==> src/rtl/item_table_arbiter.sv <==
// Item table arbiter: a 16-entry table shared by two rope clients under an exclusive grant,
// with a free-running drawer read port and a loader write port that is active only while idle.
module item_table_arbiter #(
   parameter int TIMEOUT = 1024
) (
   input  logic        clock,
   input  logic        resetn,
   input  logic        c0_read_req,
   input  logic        c0_write_req,
   input  logic [3:0]  c0_address,
   input  logic [31:0] c0_write_data,
   input  logic        c0_release,
   output logic [31:0] c0_read_data,
   output logic        c0_read_done,
   output logic        c0_write_done,
   input  logic        c1_read_req,
   input  logic        c1_write_req,
   input  logic [3:0]  c1_address,
   input  logic [31:0] c1_write_data,
   input  logic        c1_release,
   output logic [31:0] c1_read_data,
   output logic        c1_read_done,
   output logic        c1_write_done,
   input  logic [3:0]  disp_address,
   output logic [31:0] disp_data,
   input  logic        load_en,
   input  logic [3:0]  load_address,
   input  logic [31:0] load_data,
   output logic        busy
);

   typedef enum logic [1:0] {
      ST_IDLE = 2'd0,
      ST_OWN0 = 2'd1,
      ST_OWN1 = 2'd2
   } state_t;

   localparam bit          TO_EN_C   = (TIMEOUT != 32'sd0);
   localparam logic [10:0] TO_LAST_C = 11'(TIMEOUT - 32'sd1);
   localparam logic [10:0] CNT_MAX_C = 11'h7FF;

   state_t      state_r;
   state_t      next_s;
   logic        last_r;
   logic [10:0] cnt_r;
   logic [31:0] table_r [16];

   logic        c0_req_s;
   logic        c1_req_s;
   logic        owned_s;
   logic        o_rd_s;
   logic        o_wr_s;
   logic        o_rel_s;
   logic [3:0]  o_addr_s;
   logic [31:0] o_wdata_s;
   logic        end_s;
   logic        svc_rd_s;
   logic        svc_wr_s;
   logic        ld_we_s;

   assign c0_req_s = c0_read_req | c0_write_req;
   assign c1_req_s = c1_read_req | c1_write_req;

   // Route the current owner's request signals onto a common set of wires
   always_comb begin
      owned_s   = (state_r != ST_IDLE);
      o_rd_s    = 1'b0;
      o_wr_s    = 1'b0;
      o_rel_s   = 1'b0;
      o_addr_s  = 4'd0;
      o_wdata_s = 32'd0;
      if (state_r == ST_OWN1) begin
         o_rd_s    = c1_read_req;
         o_wr_s    = c1_write_req;
         o_rel_s   = c1_release;
         o_addr_s  = c1_address;
         o_wdata_s = c1_write_data;
      end else begin
         o_rd_s    = c0_read_req;
         o_wr_s    = c0_write_req;
         o_rel_s   = c0_release;
         o_addr_s  = c0_address;
         o_wdata_s = c0_write_data;
      end
      // A forced timeout behaves exactly like an owner release
      end_s = owned_s && (o_rel_s || (TO_EN_C && (cnt_r == TO_LAST_C)));
   end

   // State register
   always_ff @(posedge clock or negedge resetn) begin
      if (!resetn) begin
         state_r <= ST_IDLE;
      end else begin
         state_r <= next_s;
      end
   end

   // Next-state: grant from idle (tie goes to the client not served last), release back to idle
   always_comb begin
      next_s = state_r;
      case (state_r)
         ST_IDLE: begin
            if (!load_en && (c0_req_s || c1_req_s)) begin
               if (c0_req_s && c1_req_s) begin
                  next_s = last_r ? ST_OWN0 : ST_OWN1;
               end else if (c0_req_s) begin
                  next_s = ST_OWN0;
               end else begin
                  next_s = ST_OWN1;
               end
            end else begin
               next_s = ST_IDLE;
            end
         end
         ST_OWN0, ST_OWN1: begin
            if (end_s) begin
               next_s = ST_IDLE;
            end else begin
               next_s = state_r;
            end
         end
         default: next_s = ST_IDLE;
      endcase
   end

   // Output decode: table service strobes for the owner and the loader
   always_comb begin
      svc_wr_s = owned_s && !end_s && o_wr_s;
      svc_rd_s = owned_s && !end_s && !o_wr_s && o_rd_s;
      ld_we_s  = (state_r == ST_IDLE) && load_en;
   end

   // Table, drawer port, client outputs, round-robin pointer and idle counter
   always_ff @(posedge clock or negedge resetn) begin
      if (!resetn) begin
         for (int i = 0; i < 16; i++) begin
            table_r[i] <= 32'd0;
         end
         disp_data     <= 32'd0;
         c0_read_data  <= 32'd0;
         c0_read_done  <= 1'b0;
         c0_write_done <= 1'b0;
         c1_read_data  <= 32'd0;
         c1_read_done  <= 1'b0;
         c1_write_done <= 1'b0;
         busy          <= 1'b0;
         last_r        <= 1'b1;
         cnt_r         <= 11'd0;
      end else begin
         disp_data <= table_r[disp_address];
         if (svc_wr_s) begin
            table_r[o_addr_s] <= o_wdata_s;
         end else if (ld_we_s) begin
            table_r[load_address] <= load_data;
         end
         c0_read_done  <= (state_r == ST_OWN0) && svc_rd_s;
         c0_write_done <= (state_r == ST_OWN0) && svc_wr_s;
         c1_read_done  <= (state_r == ST_OWN1) && svc_rd_s;
         c1_write_done <= (state_r == ST_OWN1) && svc_wr_s;
         if (svc_rd_s && (state_r == ST_OWN0)) begin
            c0_read_data <= table_r[o_addr_s];
         end
         if (svc_rd_s && (state_r == ST_OWN1)) begin
            c1_read_data <= table_r[o_addr_s];
         end
         busy <= (next_s != ST_IDLE);
         if (end_s) begin
            last_r <= (state_r == ST_OWN1);
         end
         if (!owned_s || end_s || o_rd_s || o_wr_s) begin
            cnt_r <= 11'd0;
         end else if (cnt_r != CNT_MAX_C) begin
            cnt_r <= cnt_r + 11'd1;
         end
      end
   end

endmodule

==> config.mk <==
export PLATFORM = sky130hd
export DESIGN_NAME = item_table_arbiter
export DESIGN_NICKNAME = d
export VERILOG_FILES = /design/src/rtl/item_table_arbiter.sv
export SDC_FILE = /design/constraint.sdc
export NUM_CORES = 2
export LEC_CHECK = 0
export CAP_MARGIN = 20
export CORE_ASPECT_RATIO = 0.75
export CORE_MARGIN = 5
export CORE_UTILIZATION = 41
export DETAILED_ROUTE_END_ITERATION = 10
export HOLD_SLACK_MARGIN = 0.05
export REMOVE_ABC_BUFFERS = 1
export SETUP_SLACK_MARGIN = 0.05
export SLEW_MARGIN = 20
export SYNTH_ARGS = -nofsm -noshare
export SYNTH_HDL_FRONTEND = slang
export SYNTH_SLANG_ARGS = --single-unit
==> constraint.sdc <==
create_clock -name clock -period 7.8 [get_ports clock]
set_clock_uncertainty 0.2 [all_clocks]
set_input_delay 1.95 -clock clock [delete_from_list [all_inputs] [get_ports clock]]
set_output_delay 1.95 -clock clock [all_outputs]
set_load 0.1 [all_outputs]
==> results.txt <==
----------------------------------------------------
[STA]
  Slew headroom ... 17.8%
  RSZ-0062 raised after global routing ... no
  Achievable clock frequency ... 180 MHz
  Final worst path period need ... 5560 ps
  Count of final hold-check violations ... 0
  Max-slew violation count ... 0
  Transition time at the pin with the least slew margin ... 1230 ps
  Total negative slack ... 0 ps
  Crit share post-route ... 71.3%
  Setup-violating endpoint count in the final report ... 0

[Global routing]
  Maximum number of pins on one net before global-route repair ... 168
  Initial antenna violation count ... 1
  Global-route usage over all layers ... 32.7%
  Number of global-route vias before repair ... 33600
  Global-route wire length before repair ... 230 mm
  Overflow left after global routing ... 0

[Logic synthesis]
  Yosys warns ... 0
  Register bit total from synthesis ... 627
  Most frequent cells after synthesis ... sky130_fd_sc_hd__dfrtp_1, sky130_fd_sc_hd__a21boi_0, sky130_fd_sc_hd__nor2_1
  Per-instance average area after synthesis ... 11.0 um^2
  FFs w/ async S/R, synth ... 100%
  Number of unique standard cell types used by synthesis ... 64
  Most area-consuming cells after synthesis ... sky130_fd_sc_hd__dfrtp_1, sky130_fd_sc_hd__mux4_2, sky130_fd_sc_hd__a21boi_0, sky130_fd_sc_hd__a221o_1, sky130_fd_sc_hd__o221ai_1
  Yosys top cell area share ... 43.8%
  Top FF cell, synth ... sky130_fd_sc_hd__dfrtp_1
  Proportion of synthesized chip area in sequential cells ... 43.9%
  Cells after synthesis ... 3256
  Area leader, netlist ... sky130_fd_sc_hd__dfrtp_1
  Most repeated cell in the gate-level netlist after synthesis ... sky130_fd_sc_hd__dfrtp_1
  Synth Cell Area ... 35800 um^2
  Count of flip-flops with a built-in enable after synthesis ... 0

[Detailed routing]
  Overall via count from detail_route ... 33400
  DRC violations left ... 0
  Number of violations reported at the end of detailed-routing iteration 0 ... 5561
  First-pass DRT Iterations ... 6
  Via-per-instance ratio ... 7.55
  Final ANT Viol Nets ... 0
  Avg WL per Cell ... 35.5 um
  Overall routed net length ... 157 mm

[Final layout]
  Layout net count ... 3359
  Count of filler cells inserted in the layout ... 7606
  Share of cells above drive strength 1 ... 15.5%
  Share of the core filled with cells in the final layout ... 47.8%
  Post-synthesis to final-layout area growth ... 15.3%
  Post-route design area ... 41300 um^2
  N_diodes ... 0

[Place]
  Post-detailed-placement cell area ... 38900 um^2
  IO buf count ... 221
  Final GP Congestion ... 0.896
  Placed wire-length estimate after detailed placement ... 86.9 mm

[Floorplanning]
  Die footprint ... 93300 um^2
  Placement Rows ... 93
  Top Ports ... 222
  Area of the core region ... 86200 um^2
  Initial cell density of the core ... 41.5%
  Vertical extent of the die ... 266 um
  Horizontal extent of the die ... 351 um

[Clock tree]
  Clock-pin transition on the worst setup and hold timing paths ... 60 ps
  CTS Root Cell ... sky130_fd_sc_hd__clkbuf_16
  Clock Latency Late Sink ... 650 ps
  CTS buffer count ... 70
  CTS tree ... yes
  Max Buffers Root-to-Sink ... 3
  H-tree depth reported by CTS ... 3
  Number of instances resized during post-cts repair ... 0
  Num Clock Sinks ... 627
  Post-CTS setup buffers ... 0
  Hold-fix buffers, CTS ... 0

[Worst setup path]
  Critical Path Source Type ... input port
  Flop2flop setup slack ... 2510 ps
  Largest driver fanout on the critical path ... 50
  Critical path required time ... 8140 ps
  WS Path Type ... input port to register
  Kind of end point of the critical path ... register
  Data arrival time of the critical path ... 5890 ps

[Status]
  Status ... complete, no violations

[Power]
  Leakage power ... 16.4 nW
  Worst vdd rail ir drop ... 0.000251 V
  Pwr dens ... 391 nW/um^2

[Flow run]
  Number of max-capacitance violations reported ... 0

[Min path]
  Classification of the worst-slack hold path ... register to register

----------------------------------------------------
[final timing paths]
| path | from | endpoint | cells past startpoint |
|---|---|---|---|
| setup reg to reg | state_r[0] | table_r[126] | 8 |
| hold / removal | c1_read_data[12] | c1_read_data[12] | 1 |
| hold reg to reg | c1_read_data[12] | c1_read_data[12] | 1 |
| setup / recovery | c1_address[1] | table_r[126] | 6 |
| max in group asynchronous | resetn | c1_read_data[9] | 2 |
| min in group asynchronous | resetn | c1_read_done | 1 |
[state kept, by name, indices dropped and copies added, names as in the netlist]
register / cells
c1_read_done: 1
c1_write_done: 1
state_r: 2
last_r: 1
cnt_r: 11
c0_read_data: 32
disp_data: 32
c0_read_done: 1
busy: 1
c0_write_done: 1
c1_read_data: 32
table_r: 512
[logic make-up after synthesis]
group           count (synthesis)  synth area share [%]
compound gates               1180                  28.1
xor+xnor                        8                 0.196
fa+ha+maj                       5                 0.175
buf+inv                       436                  4.97
flops                         627                  43.9
mux                           269                  13.4
simple gates                  731                  9.34
[power breakdown]
group / internal, mW / switching, mW
clock: 2.02 / 1.47
sequential: 4.71 / 1.30
combinational: 2.73 / 3.91
[metrics by stage]
stage | cells | power (mW) | hold WS, ps | worst slack, ps
after floorplan | 2832 | 10.1 | 269 | 29.3
after global placement | 4297 | 12.2 | 291 | 1750
after detailed placement | 4301 | 12.5 | 295 | 1760
after CTS | 4427 | 16.0 | 311 | 2430
after global routing | 4427 | 16.7 | 321 | 2280
final | 4427 | 16.1 | 306 | 2240
[cell usage in the layout, fill, tap and decap left out, types with 75 or more instances in the layout]
master	count
sky130_fd_sc_hd__mux2_2	75
sky130_fd_sc_hd__o221ai_1	191
sky130_fd_sc_hd__a221o_1	305
sky130_fd_sc_hd__dfrtp_1	626
sky130_fd_sc_hd__buf_4	97
sky130_fd_sc_hd__a21boi_0	477
sky130_fd_sc_hd__nor2_1	327
sky130_fd_sc_hd__o41ai_1	96
sky130_fd_sc_hd__nand3_1	201
sky130_fd_sc_hd__mux4_2	160
sky130_fd_sc_hd__clkdlybuf4s50_1	216
[final cells by class]
cell class	instances	area [um^2]	share of cell area, %
sequential	627	15700	38.0
inverter	12	45.0	0.109
clock buffer	107	2090	5.07
clock inverter	19	267	0.646
timing repair buffer	329	3180	7.72
multi-input combinational	2193	18500	45.0
tap	1140	1430	3.46
[layer usage]
metal | track usage, % | vias to the layer above | routed length, um | part of all wire [%]
li1 | - | 12900 | - | -
met2 | 47.3 | 3036 | 66500 | 42
met4 | 14.7 | 0 | 7890 | 5.0
met5 | 0 | - | 0 | 0
met3 | 11.7 | 584 | 22300 | 14
met1 | 44.2 | 16900 | 60500 | 38
[worst max-delay path: stages]
cell                              delay (ps)
sky130_fd_sc_hd__clkdlybuf4s50_1         560
sky130_fd_sc_hd__or3b_4                  760
sky130_fd_sc_hd__nand2_2                 880
sky130_fd_sc_hd__nand4_1                 380
sky130_fd_sc_hd__and2_2                  890
sky130_fd_sc_hd__mux2_2                  410
Power figures use the tool's default switching activity.
